## src/rtl/vga_timing_gen_if.sv

```systemverilog
// Raster timing bundle between vga_timing_gen (master) and its consumers (slave).
interface vga_timing_gen_if #(
  parameter int COORD_W = 10
);
  logic               Enable;
  logic               Running;
  logic               pixel_ce;
  logic               pixel_clk;
  logic               hs;
  logic               vs;
  logic               blank;
  logic               sync;
  logic [COORD_W-1:0] DrawX;
  logic [COORD_W-1:0] DrawY;
  logic               frame_start;
  logic               line_start;
  logic               vblank_start;
  logic [15:0]        FrameCount;

  modport master (
    input  Enable,
    output Running, pixel_ce, pixel_clk, hs, vs, blank, sync,
    output DrawX, DrawY, frame_start, line_start, vblank_start, FrameCount
  );

  modport slave (
    output Enable,
    input  Running, pixel_ce, pixel_clk, hs, vs, blank, sync,
    input  DrawX, DrawY, frame_start, line_start, vblank_start, FrameCount
  );
endinterface

```

## src/rtl/vga_timing_gen.sv

```systemverilog
// Parametrised raster timing generator with frame-aligned start/stop and event strobes.
// Optional completed-frame counter enabled by defining VGA_FRAME_COUNT_EN.
module vga_timing_gen #(
  parameter int H_ACTIVE = 640,
  parameter int H_FP     = 16,
  parameter int H_SYNC   = 96,
  parameter int H_BP     = 48,
  parameter int V_ACTIVE = 480,
  parameter int V_FP     = 10,
  parameter int V_SYNC   = 2,
  parameter int V_BP     = 33,
  parameter int CLK_DIV  = 2,
  parameter int SYNC_POL = 0,
  parameter int COORD_W  = 10
) (
  input  logic          Clk,
  input  logic          Reset_n,
  vga_timing_gen_if.master vga
);
  localparam int H_TOTAL = H_ACTIVE + H_FP + H_SYNC + H_BP;
  localparam int V_TOTAL = V_ACTIVE + V_FP + V_SYNC + V_BP;
  localparam int DIV_W   = (CLK_DIV > 1) ? $clog2(CLK_DIV) : 1;

  localparam logic [COORD_W-1:0] H_LAST = COORD_W'(H_TOTAL - 1);
  localparam logic [COORD_W-1:0] V_LAST = COORD_W'(V_TOTAL - 1);
  localparam logic [COORD_W-1:0] H_VIS  = COORD_W'(H_ACTIVE);
  localparam logic [COORD_W-1:0] V_VIS  = COORD_W'(V_ACTIVE);
  localparam logic [COORD_W-1:0] HS_BEG = COORD_W'(H_ACTIVE + H_FP);
  localparam logic [COORD_W-1:0] HS_END = COORD_W'(H_ACTIVE + H_FP + H_SYNC);
  localparam logic [COORD_W-1:0] VS_BEG = COORD_W'(V_ACTIVE + V_FP);
  localparam logic [COORD_W-1:0] VS_END = COORD_W'(V_ACTIVE + V_FP + V_SYNC);
  localparam logic [DIV_W-1:0]   DIV_LAST = DIV_W'(CLK_DIV - 1);
  localparam logic [DIV_W-1:0]   DIV_HALF = DIV_W'(CLK_DIV / 2);
  localparam logic               SYNC_ON  = (SYNC_POL != 0);

  localparam logic [1:0] ST_IDLE  = 2'd0;
  localparam logic [1:0] ST_RUN   = 2'd1;
  localparam logic [1:0] ST_DRAIN = 2'd2;

  if (CLK_DIV < 1) begin : g_chk_div
    $error("CLK_DIV must be at least 1");
  end
  if (H_FP < 1 || H_SYNC < 1 || H_BP < 1 || V_FP < 1 || V_SYNC < 1 || V_BP < 1) begin : g_chk_porch
    $error("porch and sync widths must be at least 1");
  end
  if ((H_TOTAL - 1) >= (1 << COORD_W) || (V_TOTAL - 1) >= (1 << COORD_W)) begin : g_chk_coord
    $error("COORD_W too narrow for H_TOTAL-1 / V_TOTAL-1");
  end

  logic [DIV_W-1:0]   div;
  logic               pixel_ce;
  logic [1:0]         state_p1;
  logic [COORD_W-1:0] hc_p1, vc_p1;
  logic               hs_p1, vs_p1, blank_p1;
  logic               frame_start_p1, line_start_p1, vblank_start_p1;
  logic [1:0]         state_p0;
  logic [COORD_W-1:0] hc_p0, vc_p0;
  logic               wrap_p0;
  logic               run_p0;

  // Pixel divider: free-running in every state, restarts at 0 on reset release.
  always_ff @(posedge Clk or negedge Reset_n) begin
    if (!Reset_n)              div <= '0;
    else if (div == DIV_LAST)  div <= '0;
    else                       div <= div + DIV_W'(1);
  end

  assign pixel_ce = (div == DIV_LAST);

  // Stage p0: next-state counters and FSM decision for the coming pixel_ce edge.
  always_comb begin
    state_p0 = state_p1;
    hc_p0    = hc_p1;
    vc_p0    = vc_p1;
    wrap_p0  = 1'b0;
    case (state_p1)
      ST_IDLE: begin
        hc_p0 = '0;
        vc_p0 = '0;
        if (vga.Enable) state_p0 = ST_RUN;
      end
      default: begin
        if (hc_p1 == H_LAST) begin
          hc_p0 = '0;
          if (vc_p1 == V_LAST) begin
            vc_p0   = '0;
            wrap_p0 = 1'b1;
          end else begin
            vc_p0 = vc_p1 + COORD_W'(1);
          end
        end else begin
          hc_p0 = hc_p1 + COORD_W'(1);
        end
        if (wrap_p0)                            state_p0 = vga.Enable ? ST_RUN : ST_IDLE;
        else if (state_p1 == ST_RUN && !vga.Enable) state_p0 = ST_DRAIN;
      end
    endcase
    run_p0 = (state_p0 != ST_IDLE);
  end

  // Stage p1: every output decoded from the p0 values so they change together.
  always_ff @(posedge Clk or negedge Reset_n) begin
    if (!Reset_n) begin
      state_p1        <= ST_IDLE;
      hc_p1           <= '0;
      vc_p1           <= '0;
      hs_p1           <= ~SYNC_ON;
      vs_p1           <= ~SYNC_ON;
      blank_p1        <= 1'b0;
      frame_start_p1  <= 1'b0;
      line_start_p1   <= 1'b0;
      vblank_start_p1 <= 1'b0;
    end else if (pixel_ce) begin
      state_p1        <= state_p0;
      hc_p1           <= hc_p0;
      vc_p1           <= vc_p0;
      hs_p1           <= (run_p0 && hc_p0 >= HS_BEG && hc_p0 < HS_END) ? SYNC_ON : ~SYNC_ON;
      vs_p1           <= (run_p0 && vc_p0 >= VS_BEG && vc_p0 < VS_END) ? SYNC_ON : ~SYNC_ON;
      blank_p1        <= run_p0 && (hc_p0 < H_VIS) && (vc_p0 < V_VIS);
      frame_start_p1  <= run_p0 && (hc_p0 == '0) && (vc_p0 == '0);
      line_start_p1   <= run_p0 && (hc_p0 == '0);
      vblank_start_p1 <= run_p0 && (hc_p0 == '0) && (vc_p0 == V_VIS);
    end else begin
      frame_start_p1  <= 1'b0;
      line_start_p1   <= 1'b0;
      vblank_start_p1 <= 1'b0;
    end
  end

`ifdef VGA_FRAME_COUNT_EN
  logic [15:0] frame_cnt;

  // Counts completed frames only; entry from IDLE is not a completion.
  always_ff @(posedge Clk or negedge Reset_n) begin
    if (!Reset_n)                 frame_cnt <= '0;
    else if (pixel_ce && wrap_p0) frame_cnt <= frame_cnt + 16'd1;
  end

  assign vga.FrameCount = frame_cnt;
`else
  assign vga.FrameCount = '0;
`endif

  assign vga.Running      = (state_p1 != ST_IDLE);
  assign vga.pixel_ce     = pixel_ce;
  assign vga.pixel_clk    = (div >= DIV_HALF);
  assign vga.hs           = hs_p1;
  assign vga.vs           = vs_p1;
  assign vga.blank        = blank_p1;
  assign vga.sync         = 1'b0;
  assign vga.DrawX        = hc_p1;
  assign vga.DrawY        = vc_p1;
  assign vga.frame_start  = frame_start_p1;
  assign vga.line_start   = line_start_p1;
  assign vga.vblank_start = vblank_start_p1;
endmodule

```

## src/flat_wrapper.sv

```systemverilog
// flat-port wrapper written by rule: the top's interface ports become plain ports
module vga_timing_gen_flat 
#(
  parameter int H_ACTIVE = 640,
  parameter int H_FP     = 16,
  parameter int H_SYNC   = 96,
  parameter int H_BP     = 48,
  parameter int V_ACTIVE = 480,
  parameter int V_FP     = 10,
  parameter int V_SYNC   = 2,
  parameter int V_BP     = 33,
  parameter int CLK_DIV  = 2,
  parameter int SYNC_POL = 0,
  parameter int COORD_W  = 10
)
  (Clk, Reset_n, vga_Enable, vga_Running, vga_pixel_ce, vga_pixel_clk, vga_hs, vga_vs, vga_blank, vga_sync, vga_DrawX, vga_DrawY, vga_frame_start, vga_line_start, vga_vblank_start, vga_FrameCount);
  vga_timing_gen_if #(.COORD_W(COORD_W)) vga_i ();
  input  logic Clk;
  input  logic Reset_n;
  input wire logic [$bits(vga_i.Enable)-1:0] vga_Enable;
  output wire logic [$bits(vga_i.Running)-1:0] vga_Running;
  output wire logic [$bits(vga_i.pixel_ce)-1:0] vga_pixel_ce;
  output wire logic [$bits(vga_i.pixel_clk)-1:0] vga_pixel_clk;
  output wire logic [$bits(vga_i.hs)-1:0] vga_hs;
  output wire logic [$bits(vga_i.vs)-1:0] vga_vs;
  output wire logic [$bits(vga_i.blank)-1:0] vga_blank;
  output wire logic [$bits(vga_i.sync)-1:0] vga_sync;
  output wire logic [$bits(vga_i.DrawX)-1:0] vga_DrawX;
  output wire logic [$bits(vga_i.DrawY)-1:0] vga_DrawY;
  output wire logic [$bits(vga_i.frame_start)-1:0] vga_frame_start;
  output wire logic [$bits(vga_i.line_start)-1:0] vga_line_start;
  output wire logic [$bits(vga_i.vblank_start)-1:0] vga_vblank_start;
  output wire logic [$bits(vga_i.FrameCount)-1:0] vga_FrameCount;
  assign vga_i.Enable = vga_Enable;
  assign vga_Running = vga_i.Running;
  assign vga_pixel_ce = vga_i.pixel_ce;
  assign vga_pixel_clk = vga_i.pixel_clk;
  assign vga_hs = vga_i.hs;
  assign vga_vs = vga_i.vs;
  assign vga_blank = vga_i.blank;
  assign vga_sync = vga_i.sync;
  assign vga_DrawX = vga_i.DrawX;
  assign vga_DrawY = vga_i.DrawY;
  assign vga_frame_start = vga_i.frame_start;
  assign vga_line_start = vga_i.line_start;
  assign vga_vblank_start = vga_i.vblank_start;
  assign vga_FrameCount = vga_i.FrameCount;
  vga_timing_gen #(.H_ACTIVE(H_ACTIVE), .H_FP(H_FP), .H_SYNC(H_SYNC), .H_BP(H_BP), .V_ACTIVE(V_ACTIVE), .V_FP(V_FP), .V_SYNC(V_SYNC), .V_BP(V_BP), .CLK_DIV(CLK_DIV), .SYNC_POL(SYNC_POL), .COORD_W(COORD_W)) u_core (.Clk(Clk), .Reset_n(Reset_n), .vga(vga_i));
endmodule
```

## config.mk

```make
export PLATFORM = sky130hd
export DESIGN_NAME = vga_timing_gen_flat
export DESIGN_NICKNAME = d
export VERILOG_FILES = /design/src/rtl/vga_timing_gen_if.sv /design/src/rtl/vga_timing_gen.sv /design/src/flat_wrapper.sv
export SDC_FILE = /design/constraint.sdc
export NUM_CORES = 1
export LEC_CHECK = 0
export ABC_AREA = 1
export CELL_PAD_IN_SITES_DETAIL_PLACEMENT = 1
export CELL_PAD_IN_SITES_GLOBAL_PLACEMENT = 2
export CORE_ASPECT_RATIO = 1.2
export CORE_MARGIN = 2
export CORE_UTILIZATION = 24
export CTS_CLUSTER_SIZE = 40
export DETAILED_ROUTE_END_ITERATION = 10
export MAX_ROUTING_LAYER = met4
export PLACE_DENSITY_LB_ADDON = 0.08
export SYNTH_ARGS = -nofsm -noshare
export SYNTH_HDL_FRONTEND = slang
export SYNTH_SLANG_ARGS = --single-unit
```

## constraint.sdc

```tcl
create_clock -name Clk -period 1.5 [get_ports Clk]
set_input_delay 0.3 -clock Clk [delete_from_list [all_inputs] [get_ports Clk]]
set_output_delay 0.3 -clock Clk [all_outputs]
set_load 0.05 [all_outputs]
```

==> Yosys cells after proc, flatten, opt, wreduce, memory -nomap -nowiden <==
Cells that the tools add are included.
{ "word_totals": {"regBits": 29, "latch_bits": 0, "mem_bits_rw": 0, "mem_bits_ro": 0, "inputBits": 3, "output_inout_bits": 46, "wordCells": 59, "n_memories": 0} }
{ "classes": {"n_addsub": 3, "mul": 0, "n_div": 0, "order_cmp": 7, "eq_ne": 4, "shift": 0, "muxes": 19, "bitwise": 0, "n_reduce_logical": 16} }
{ "op_table": {"columns": ["cell", "n"], "rows": [
  ["$mux W10", 5],
  ["$add A10 B1 Y10 const B", 2],
  ["$eq A10 B10 Y1 const B", 2],
  ["$logic_not A10 Y1", 2],
  ["$lt A10 B10 Y1 const B", 2],
  ["$lt A10 B9 Y1 const B", 2],
  ["$eq A10 B9 Y1 const B", 1],
  ["$ge A10 B10 Y1 const B", 1],
  ["$ge A10 B9 Y1 const B", 1],
  ["$logic_and A1 B1 Y1", 10],
  ["$mux W1", 10],
  ["$mux W2", 4],
  ["$reduce_bool A2 Y1", 2],
  ["$eq A2 B1 Y1 const B", 1],
  ["$logic_not A2 Y1", 1],
  ["$add A1 B1 Y1 const B", 1],
  ["$ge A1 B1 Y1 const B", 1],
  ["$logic_not A1 Y1", 1]
]} }

==> Depth between registers and ports, before layout <==
{ "depth": {"ltp_word": 10, "depth_mapped": 14} }

==> Worst setup path after synthesis <==
No wires, ideal clock.
{ "synth_path": {"path_type": "reg2reg", "startpoint": "register u_core.hc_p1[1], in the netlist u_core.vga.DrawX[1]", "endpoint": "register u_core.vs_p1, in the netlist u_core.vga.vs", "setup_ns": 0.076, "t_arrival_ns": 1.909, "setup_slack_ns": -0.485, "path_stages_with_launch": 13, "n_path_buf": 0, "synth_period_minus_slack_ns": 1.985, "cell_sequence": "dfrtp_1 > ha_1 > nand2_2 > nor2_4 > inv_2 > nor2_8 > nand2_2 > nand2_2 > nand2_2 > a21oi_1 > nand3_1 > nor2_1 > nor2_1"} }
{ "synth_between": {"elab_chain_len": 9} }
{ "synth_rtl": {"columns": ["item", "line_no", "text"], "rows": [
  ["from (decl)", "vga_timing_gen.sv:53", "logic [COORD_W-1:0] hc_p1, vc_p1;"],
  ["from (signal assigned)", "vga_timing_gen.sv:115", "hc_p1 <= hc_p0;"],
  ["$eq A10 B10 Y1 *", "vga_timing_gen.sv:83", "if (hc_p1 == H_LAST) begin"],
  ["parallel branches: the longest is 6 deep, another holds $ge A10 B9 Y1", null, null],
  ["$logic_and A1 B1 Y1 *", "vga_timing_gen.sv:118", "vs_p1 <= (run_p0 && vc_p0 >= VS_BEG && vc_p0 < VS_END) ? SYNC_ON : ~SYNC_ON;"],
  ["$mux W1 *", "vga_timing_gen.sv:118", null],
  ["to (signal assigned)", "vga_timing_gen.sv:108", "vs_p1 <= ~SYNC_ON;"],
  ["to (signal assigned)", "vga_timing_gen.sv:118", null],
  ["to (decl)", "vga_timing_gen.sv:54", "logic hs_p1, vs_p1, blank_p1;"]
]} }
Mark *: on every way between the ends. The select of a mux whose other input is x is not followed.
A chain may end at the register's enable or synchronous reset.

==> Worst setup path in the final report <==
{ "layout_path": {"startpoint": "register u_core.hc_p1[3], in the netlist u_core.vga.DrawX[3]", "endpoint": "register u_core.hs_p1, in the netlist u_core.vga.hs"} }
{ "layout_between": {"elab_chain_len": 9} }
{ "layout_rtl": {"columns": ["item", "line_no", "text"], "rows": [
  ["parallel branches: the longest is 7 deep, another holds $add A10 B1 Y10", null, null],
  ["$logic_and A1 B1 Y1 *", "vga_timing_gen.sv:117", "hs_p1 <= (run_p0 && hc_p0 >= HS_BEG && hc_p0 < HS_END) ? SYNC_ON : ~SYNC_ON;"],
  ["$mux W1 *", "vga_timing_gen.sv:117", null],
  ["to (signal assigned)", "vga_timing_gen.sv:107", "hs_p1 <= ~SYNC_ON;"],
  ["to (signal assigned)", "vga_timing_gen.sv:117", null],
  ["to (decl)", "vga_timing_gen.sv:54", null]
]} }
Marks and branches as above.

==> impl_metrics.env <==
export IMPL_status="complete, but fails checks"
export IMPL_violations="setup timing"
export IMPL_grt_overflow_total=0
export IMPL_clk_path_buf_depth=2
export IMPL_ys_types=29
export IMPL_clkLatencyLatePin_ns=0.29
export IMPL_post_route_util_pct=48.28
export IMPL_peakVddDrop_v=0.0008625
export IMPL_routed_wirelength_um=8310
export IMPL_synth_xor_area_share_pct=1.656
export IMPL_ant_nets=0
export IMPL_finalCritPeriodShare_pct=119.0
export IMPL_drt_pass1_iter_count=4
export IMPL_rows=37
export IMPL_synth_compound_area_share_pct=7.865
export IMPL_wire_per_inst_um=14.87
export IMPL_crit_buf_inv=2
export IMPL_final_setup_worst_slack_ns=-0.2844
export IMPL_synth_yosys_warnings=0
export IMPL_io_pins=49
export IMPL_grt_pass1_wl_um=13490
export IMPL_final_cell_mix="buf_4, nand2_1, buf_12"
export IMPL_leakagePower_uw=0.001920
export IMPL_first_iter_violations=35
export IMPL_hp_class="input pin to async pin"
export IMPL_hold_viol=0
export IMPL_async_reset_ff_share_pct=100.0
export IMPL_path_cells="nand2_2 -> nor2_4 -> buf_4 -> nand2_1 -> xor2_2 -> buf_4 -> nor3_4 -> nand3_1 -> nand2_1 -> nand2_1"
export IMPL_grt_pass1_vias=2635
export IMPL_seq_area_frac_synth_pct=34.42
export IMPL_crit_type="flop to flop"
export IMPL_cts_tree="done"
export IMPL_synthAdderAreaFrac_pct=1.774
export IMPL_period_needed_ns=1.784
export IMPL_synth_seq_cells=29
export IMPL_syn_to_final_growth_pct=95.45
export IMPL_gp_congestion=0.8808
export IMPL_power_density_nw_per_um2=994.7
export IMPL_ctsHtreeMaxLevel=2
export IMPL_vias=2472
export IMPL_cts_hold_buffers=0
export IMPL_cts_sinks=29
export IMPL_cts_inserted_buffers=5
export IMPL_cp_data_required_time_ns=1.72
export IMPL_total_power_uw=4113
export IMPL_antenna_found_initial=0
export IMPL_synthMuxAreaShare_pct=0
export IMPL_grt_max_degree=30
export IMPL_start_util_pct=24.70
export IMPL_fin_skew_ns=0.009662
export IMPL_drive_above_1_share_pct=54.98
export IMPL_max_cap_violations=0
export IMPL_cpMostUsedCell="nand2_1"
export IMPL_crit_fanout=5
export IMPL_clkTransAtPathRegs_ns=0.08
export IMPL_globalRouteMet2Util_pct=35.61
export IMPL_critPathMaxStageDelay_ns=0.43
export IMPL_dp_cells=526
export IMPL_synth_main_ff_cell="dfrtp_1"
export IMPL_grt_use_met3_pct=2.389
export IMPL_cp_slowest_cell="dfrtp_2"
export IMPL_grt_usage_pct=18.44
export IMPL_viasPerCell=4.422
export IMPL_critical_path_top_delay_family="simple AND/OR/NAND/NOR gates"
export IMPL_nets=447
export IMPL_synth_edff_count=0
export IMPL_die_area_sq_um=9586
export IMPL_synth_simple_area_share_pct=39.80
export IMPL_setup_violations_final=20
export IMPL_final_cells=559
export IMPL_rr_worst_depth=10
export IMPL_cp_arrival_ns=2.00
export IMPL_layout_commonest_cell="buf_4"
export IMPL_die_h_um=106.9
export IMPL_syn_inst=315
export IMPL_crit_path_end_kind="flop"
export IMPL_r2r_end="u_core.vga.hs$_DFFE_PN1P_"
export IMPL_avgSynthCellArea_sq_um=6.717
export IMPL_die_x_um=89.71
export IMPL_maxSlewViolCount=0
export IMPL_n_antenna_cell=0
export IMPL_drcViolationCount=0
export IMPL_rsz0062_at_grt="yes"
export IMPL_cts_root_buf="clkbuf_8"
export IMPL_pre_cts_slack_ns=-0.3777
export IMPL_startpoint_type="flop"
export IMPL_hpwl_um=6215
export IMPL_fin_hold_ws_ns=0.3690
export IMPL_max_freq_ghz=0.5604
export IMPL_met1_usage_pct=19.89
export IMPL_r2r_start="u_core.vga.DrawX[3]$_DFFE_PN0P_"
export IMPL_top_usage_layer="met2"
export IMPL_portBuffers=31
export IMPL_synth_top_family_by_area="simple AND/OR/NAND/NOR gates"
export IMPL_regToRegSetupSlack_ns=-0.28
export IMPL_synthesis_area_sq_um=2116
export IMPL_core_sq_um=8564
==> stage by stage <==
step	cell area, sq um	TNS, ns
after floorplan	2258	-1.765
after global placement	3383	-3.047
after detailed placement	3383	-3.484
after CTS	3875	-1.963
after global routing	4135	-5.170
final	4135	-2.873
==> Yosys cell counts, types with 2 or more instances <==
cell	instances	area, sq um
nand2_1	95	356.6
nor2_1	36	135.1
inv_1	33	123.9
nand3_1	32	160.2
dfrtp_1	27	675.7
o21ai_0	23	115.1
buf_4	19	142.6
a21oi_1	7	35.03
nand2_2	6	37.54
clkbuf_1	4	15.01
nand4_1	4	25.02
nor3_1	4	20.02
xor2_1	4	35.03
ha_1	3	37.54
nor2_4	3	33.78
dfstp_2	2	52.55
==> worst max path at each step <==
stage,cells past startpoint,end,startpoint
2_1_floorplan,12,u_core.vga.vs$_DFFE_PN1P_,u_core.vga.DrawX[1]$_DFFE_PN0P_
3_3_place_gp,10,u_core.vga.frame_start$_DFF_PN0_,u_core.vga.DrawY[0]$_DFFE_PN0P_
3_5_place_dp,10,u_core.vga.vblank_start$_DFF_PN0_,u_core.vga.DrawY[0]$_DFFE_PN0P_
4_1_cts,10,u_core.vga.vs$_DFFE_PN1P_,u_core.vga.DrawX[5]$_DFFE_PN0P_
5_1_grt,13,u_core.vga.frame_start$_DFF_PN0_,u_core.vga.DrawX[1]$_DFFE_PN0P_
6_report,10,u_core.vga.hs$_DFFE_PN1P_,u_core.vga.DrawX[3]$_DFFE_PN0P_
==> power by group <==
| group | switching, uW | leakage [uW] | total [uW] | internal, uW |
|---|---|---|---|---|
| sequential | 113 | 0.000356 | 1000 | 888 |
| clock | 371 | 0.0000681 | 1030 | 661 |
| combinational | 1150 | 0.00150 | 2080 | 935 |
==> what timing repair did <==
action / CTS / global route
gates resized for setup: 72 / 54
pin swaps: 21 / 10
gates cloned: 0 / 0
setup endpoints to repair: 26 / 28
buffers inserted: 14 / 12
==> registers in the layout, indices dropped and copies added (netlist names) <==
register	cells
u_core.vga.vs	1
u_core.vga.DrawX	10
u_core.vga.hs	1
u_core.state_p1	2
u_core.vga.frame_start	1
u_core.vga.vblank_start	1
u_core.vga.DrawY	10
u_core.vga.line_start	1
u_core.vga.pixel_ce	1
u_core.vga.blank	1
==> cell families after synthesis <==
logic type / Yosys count
other cells: 1
buf+inv: 59
simple gates: 187
xor+xnor: 4
flops: 29
compound gates: 32
fa+ha+maj: 3
==> routing by layer <==
metal	part of all wire, %	wire length, um
met5	0	0
met1	39	3240
met4	0.95	79
met2	58	4834
met3	1.9	154
==> worst reg2reg max path: stages, from the launching register on <==
cell     delay, ns
dfrtp_2       0.43
nand2_2       0.14
nor2_4        0.22
buf_4         0.14
nand2_1       0.08
xor2_2        0.20
buf_4         0.15
nor3_4        0.17
nand3_1       0.08
nand2_1       0.07
nand2_1       0.05
==> cell type report <==
| type | instances | area (sq um) |
|---|---|---|
| Tap cell | 117 | 146.4 |
| Fill cell | 1014 | 4429 |
| Inverter | 34 | 137.6 |
| Clock buffer | 5 | 68.82 |
| Timing Repair Buffer | 128 | 1401 |
| Multi-Input combinational cell | 243 | 1568 |
| Sequential cell | 29 | 748.2 |
| Clock inverter | 3 | 65.06 |
Power figures use the tool's default switching activity.
